[src/rtl/tile_row_shifter.sv]
// Tile-row pixel serialiser: queues planar rows, emits one {palette, pixel} per ce_pix
// with fine scroll, horizontal flip and underflow reporting.

// One output pixel gathered across all bitplanes, with flip resolved.
module tile_row_pix #(
  parameter int BPP     = 4,
  parameter int ROW_PIX = 8,
  parameter int IDX     = 0
) (
  input  logic [BPP*ROW_PIX-1:0] row,
  input  logic                   reverse,
  output logic [BPP-1:0]         pix
);
  for (genvar p = 0; p < BPP; p++) begin : g_plane
    assign pix[p] = reverse ? row[(BPP-1-p)*ROW_PIX + IDX] : row[(BPP-p)*ROW_PIX - 1 - IDX];
  end
endmodule

module tile_row_shifter #(
  parameter int BPP     = 4,
  parameter int ROW_PIX = 8,
  parameter int PAL_W   = 7,
  parameter int PRIO_W  = 2,
  parameter int QDEPTH  = 2
) (
  input  logic                       clk,
  input  logic                       reset_n,
  input  logic                       ce_pix,
  input  logic                       line_start,
  input  logic [$clog2(ROW_PIX)-1:0] offset,
  input  logic                       in_valid,
  output logic                       in_ready,
  input  logic [BPP*ROW_PIX-1:0]     row,
  input  logic                       reverse,
  input  logic [PAL_W-1:0]           palette,
  input  logic [PRIO_W-1:0]          prio,
  output logic [PAL_W+BPP-1:0]       color_out,
  output logic [PRIO_W-1:0]          prio_out,
  output logic                       opaque_out,
  output logic                       underflow
);
  localparam int CW = $clog2(ROW_PIX);
  localparam int PW = (QDEPTH > 1) ? $clog2(QDEPTH) : 1;
  localparam int OW = $clog2(QDEPTH + 1);

  typedef struct packed {
    logic [ROW_PIX-1:0][BPP-1:0] px;
    logic [PAL_W-1:0]            pal;
    logic [PRIO_W-1:0]           prio;
  } row_ent_t;

  logic [ROW_PIX-1:0][BPP-1:0] px_in;
  row_ent_t                    ent_in;
  row_ent_t                    q_mem [QDEPTH];
  logic [PW-1:0]               wptr, rptr;
  logic [OW-1:0]               occ;
  logic [CW-1:0]               cnt, pos;
  logic [ROW_PIX-1:0][BPP-1:0] pix_cur;
  logic [PAL_W-1:0]            pal_cur;
  logic [PRIO_W-1:0]           prio_cur;
  logic                        full, empty, bnd, push, pop;

  // Pixel 0 lands in the low BPP bits so a plain right shift walks the row.
  for (genvar i = 0; i < ROW_PIX; i++) begin : g_pix
    tile_row_pix #(.BPP(BPP), .ROW_PIX(ROW_PIX), .IDX(i)) u_pix (
      .row(row), .reverse(reverse), .pix(px_in[i])
    );
  end

  assign ent_in = '{px: px_in, pal: palette, prio: prio};

  function automatic logic [PW-1:0] ptr_nxt(input logic [PW-1:0] p);
    return (p == PW'(QDEPTH - 1)) ? '0 : p + PW'(1);
  endfunction

  assign full     = (occ == OW'(QDEPTH));
  assign empty    = (occ == '0);
  assign in_ready = !full;
  assign pos      = cnt + offset;
  assign bnd      = ce_pix && (pos == CW'(ROW_PIX - 1));
  assign push     = in_valid && in_ready && !line_start;
  assign pop      = bnd && !empty && !line_start;

  // Storage carries no reset: occupancy alone decides what is valid.
  always_ff @(posedge clk) begin
    if (push) q_mem[wptr] <= ent_in;
  end

  always_ff @(posedge clk or negedge reset_n) begin
    if (!reset_n) begin
      cnt       <= '0;
      wptr      <= '0;
      rptr      <= '0;
      occ       <= '0;
      pix_cur   <= '0;
      pal_cur   <= '0;
      prio_cur  <= '0;
      underflow <= 1'b0;
    end else if (line_start) begin
      cnt       <= '0;
      wptr      <= '0;
      rptr      <= '0;
      occ       <= '0;
      pix_cur   <= '0;
      pal_cur   <= '0;
      prio_cur  <= '0;
      underflow <= 1'b0;
    end else begin
      underflow <= 1'b0;
      if (push) wptr <= ptr_nxt(wptr);
      if (pop)  rptr <= ptr_nxt(rptr);
      occ <= occ + OW'(push) - OW'(pop);
      if (ce_pix) begin
        cnt <= cnt + CW'(1);
        if (bnd) begin
          if (!empty) begin
            pix_cur  <= q_mem[rptr].px;
            pal_cur  <= q_mem[rptr].pal;
            prio_cur <= q_mem[rptr].prio;
          end else begin
            pix_cur   <= '0;
            pal_cur   <= '0;
            prio_cur  <= '0;
            underflow <= 1'b1;
          end
        end else begin
          pix_cur <= pix_cur >> BPP;
        end
      end
    end
  end

  assign color_out  = {pal_cur, pix_cur[0]};
  assign prio_out   = prio_cur;
  assign opaque_out = |pix_cur[0];
endmodule

[config.mk]
export PLATFORM = sky130hd
export DESIGN_NAME = tile_row_shifter
export DESIGN_NICKNAME = d
export VERILOG_FILES = /design/src/rtl/tile_row_shifter.sv
export SDC_FILE = /design/constraint.sdc
export NUM_CORES = 1
export LEC_CHECK = 0
export CAP_MARGIN = 20
export CORE_MARGIN = 3
export CORE_UTILIZATION = 35
export DETAILED_ROUTE_END_ITERATION = 8
export GPL_ROUTABILITY_DRIVEN = 0
export MAX_ROUTING_LAYER = met4
export PLACE_DENSITY = 0.63
export SETUP_SLACK_MARGIN = 0.3
export SYNTH_ARGS = -nofsm -noshare
export SYNTH_HDL_FRONTEND = slang
export SYNTH_SLANG_ARGS = --single-unit
[constraint.sdc]
create_clock -name clk -period 6.8 [get_ports clk]
set_input_delay 2.04 -clock clk [delete_from_list [all_inputs] [get_ports clk]]
set_output_delay 2.04 -clock clk [all_outputs]
set_load 0.01 [all_outputs]
==> impl_metrics.yaml <==
run_status:
  status: "finished, final reports clean"
routing:
  via_per_inst: 5.217
  drt-total-wl_mm: 12.42
  dr.pass1.iters: 4
  vias: 3772
  drc: 0
  ant_nets: 0
  wl_per_cell_um: 17.17
  drtIter0Drc: 254
cts:
  tritoncts: "done"
  hold_buffers: 0
  cts_setup_buffers: 0
  clock_tree.root_cell: "clkbuf_16"
  cts.sinks: 131
  numCtsBuffers: 17
  htree_levels: 4
  clockBufferDepth: 2
  ctsResizeCount: 0
  clk_pin_slew_ns: 0.05
  clk-insertion-delay-late_ns: 0.40
timing:
  fmax_ghz: 0.2079
  min_period_ns: 4.811
  fin_setup_tns_ns: 0
  hold_viol_final: 0
  finalSetupViolCount: 0
  fin_worst_skew_ns: 0.007902
  fin_crit_sh_pct: 70.75
  worst_slew_pin_slew_ns: 1.094
  final_max_slew_viol_count: 0
  setup_slack_ns: 1.989
  rsz0062_at_grt: "no"
  timing.slew.headroom_pct: 27.05
logic_synthesis:
  synth.most_common_cell: "edfxtp_1"
  synth_top_area_share_pct: 40.64
  synth_area_leaders: "edfxtp_1 (41%), dfrtp_1 (20%), mux2_2 (12%)"
  yosys_warnings: 0
  syn_inst: 444
  synthArstFlopShare_pct: 37.40
  synth_common_cells: "edfxtp_1 (82), mux2_2 (66), dfrtp_1 (49), nand4_1 (38), nor2_1 (36)"
  synth_edf_count: 82
  synth_ff_type: "edfxtp_1"
  seq_area_frac_synth_pct: 60.88
  avgSynthCellArea_um2: 13.64
  ys_types: 40
  syn_area_mm2: 0.006058
  synth_top_cell_by_area: "edfxtp_1"
  synthesis.nets: 499
  yosys_register_bits: 131
layout:
  n_antenna_cell: 0
  layout-drive-gt1-share_pct: 26.24
  postLayoutCoreUtil_pct: 44.47
  areaGrowthSynthToFinish_pct: 23.03
  nets: 546
global_route:
  antenna_found_initial: 0
  overflow: 0
  grtUsageTotal_pct: 14.38
  first_global_vias: 3838
  grtUsageMet2_pct: 22.61
  grt_max_degree: 67
  top_usage_layer: "met2"
  grt_first_pass_wirelength_mm: 20.18
  met3_usage_pct: 3.324
  gr-usage-met1_pct: 18.64
placement:
  port-buffer-count: 65
  dp_hpwl_mm: 7.613
  preCtsSetupSlack_ns: 1.579
die:
  core_mm2: 0.01676
  initial_utilization_pct: 36.15
  io_pins: 66
  die_h_um: 137.6
  dieArea_mm2: 0.01892
  fp-row-count: 47
  fp.dieW_um: 137.6
power_and_ir_drop:
  p_switching_uw: 467.6
  ir_drop_v: 0.0001650
  power.total_mw: 2.091
  pwr-share-seq_pct: 43.1
  pwr_density_cell_mw_per_mm2: 280.5
  combPwrFrac_pct: 10.1
  p_clk_share_pct: 46.7
  power_switching_share_pct: 22.37
  power.leakage_nw: 2.601
  internal_power_mw: 1.623
setup_path:
  slowest_delay_ns: 0.47
  worst-setup-path-type: "input port to flip-flop"
  crit_fanout: 39
  cpMostUsedCell: "ha_1"
  worstPathRequired_ns: 7.03
  crit_path_top_delay_cell: "clkdlybuf4s50_1"
  cp_cell_sequence: "clkdlybuf4s50_1, ha_1, inv_1, fa_1, xnor3_1, buf_4, nand3_2, nor2_1, ha_1, inv_1, ha_1, xor2_1, and2_1, nor3_1"
  endpoint_kind: "flip-flop"
  critPathArrivalTime_ns: 5.04
  start_kind: "input port"
flow_run:
  cap_violations: 0
worst_hold_path:
  min_path_type: "flip-flop to flip-flop"
per-stage QoR:
stage	hold WS [ns]	instance area (um2)	std cells
after CTS	0.5507	7453	723
after global routing	0.5681	7453	723
after global placement	0.5266	6815	692
after floorplan	0.5112	6058	444
after detailed placement	0.5405	6815	692
final	0.5484	7453	723
placed cells by master, fill, tap and decap left out, types with 3 or more instances in the layout:
cell             instances
mux2_1                   8
edfxtp_1                82
buf_4                   10
inv_1                    8
clkdlybuf4s50_1         62
nor2b_1                  3
nand4_1                 38
mux2_2                  66
nor2_1                  34
clkbuf_16               17
a21oi_1                 11
bufinv_16                5
buf_2                    3
ha_1                     4
a311oi_2                10
o32ai_1                  3
o21ai_0                 25
o21ai_2                 10
dfrtp_1                 49
clkinv_4                 3
nand2_1                  4
a311oi_1                18
power by group through the flow:
stage	Combinational, mW	Clock, mW	Sequential, mW
final	0.211	0.977	0.902
after global routing	0.232	1.03	0.905
after CTS	0.214	0.994	0.902
after detailed placement	0.212	0	0.917
after global placement	0.208	0	0.916
after floorplan	0.142	0	0.914
kinds of logic after synthesis:
group	synth area share (%)
flip-flops	60.88
AND/OR/NAND/NOR	8.075
buffers and inverters	4.523
multiplexers	13.92
AO/OA/AOI/OAI	10.22
adder cells (fa/ha/maj)	1.157
XOR/XNOR	1.218
cell type report:
class	instances	area [um2]
tap	220	275.3
clock inverter	13	209.0
multi-input combinational	258	2111
inverter	8	30.03
clock buffer	18	429.2
fill	1508	9306
timing repair buffer	75	710.7
sequential	131	3689
per-layer routing:
metal,vias to the layer above,part of all wire [%]
met5,-,0
met2,84,49
met3,10,3.9
li1,1798,-
met1,1880,46
met4,0,1.2
sequential cells by signal, indices dropped and copies added (netlist names):
name       flops
wptr           1
pix_cur       28
q_mem         82
prio_out       2
underflow      1
rptr           1
occ            2
color_out      4
pal_cur        7
cnt            3
path summary, 6_finish.rpt:
path | from | endpoint | slack [ns] | cells after the start
max | offset[0] | occ[1] | 1.99 | 14
min | pal_cur[0] | pal_cur[0] | 0.55 | 2
max reg2reg | cnt[0] | occ[1] | 3.67 | 13
min reg2reg | pal_cur[0] | pal_cur[0] | 0.55 | 2
max in group asynchronous | reset_n | wptr | 4.60 | 2
min in group asynchronous | reset_n | underflow | 1.75 | 2
worst max-delay path: cells and delay by family:
family	cells	cell delay [ns]
simple gates	4	0.55
xor+xnor	2	0.56
fa+ha+maj	4	0.93
buf+inv	4	0.95
(Power assumes the default switching activity.)
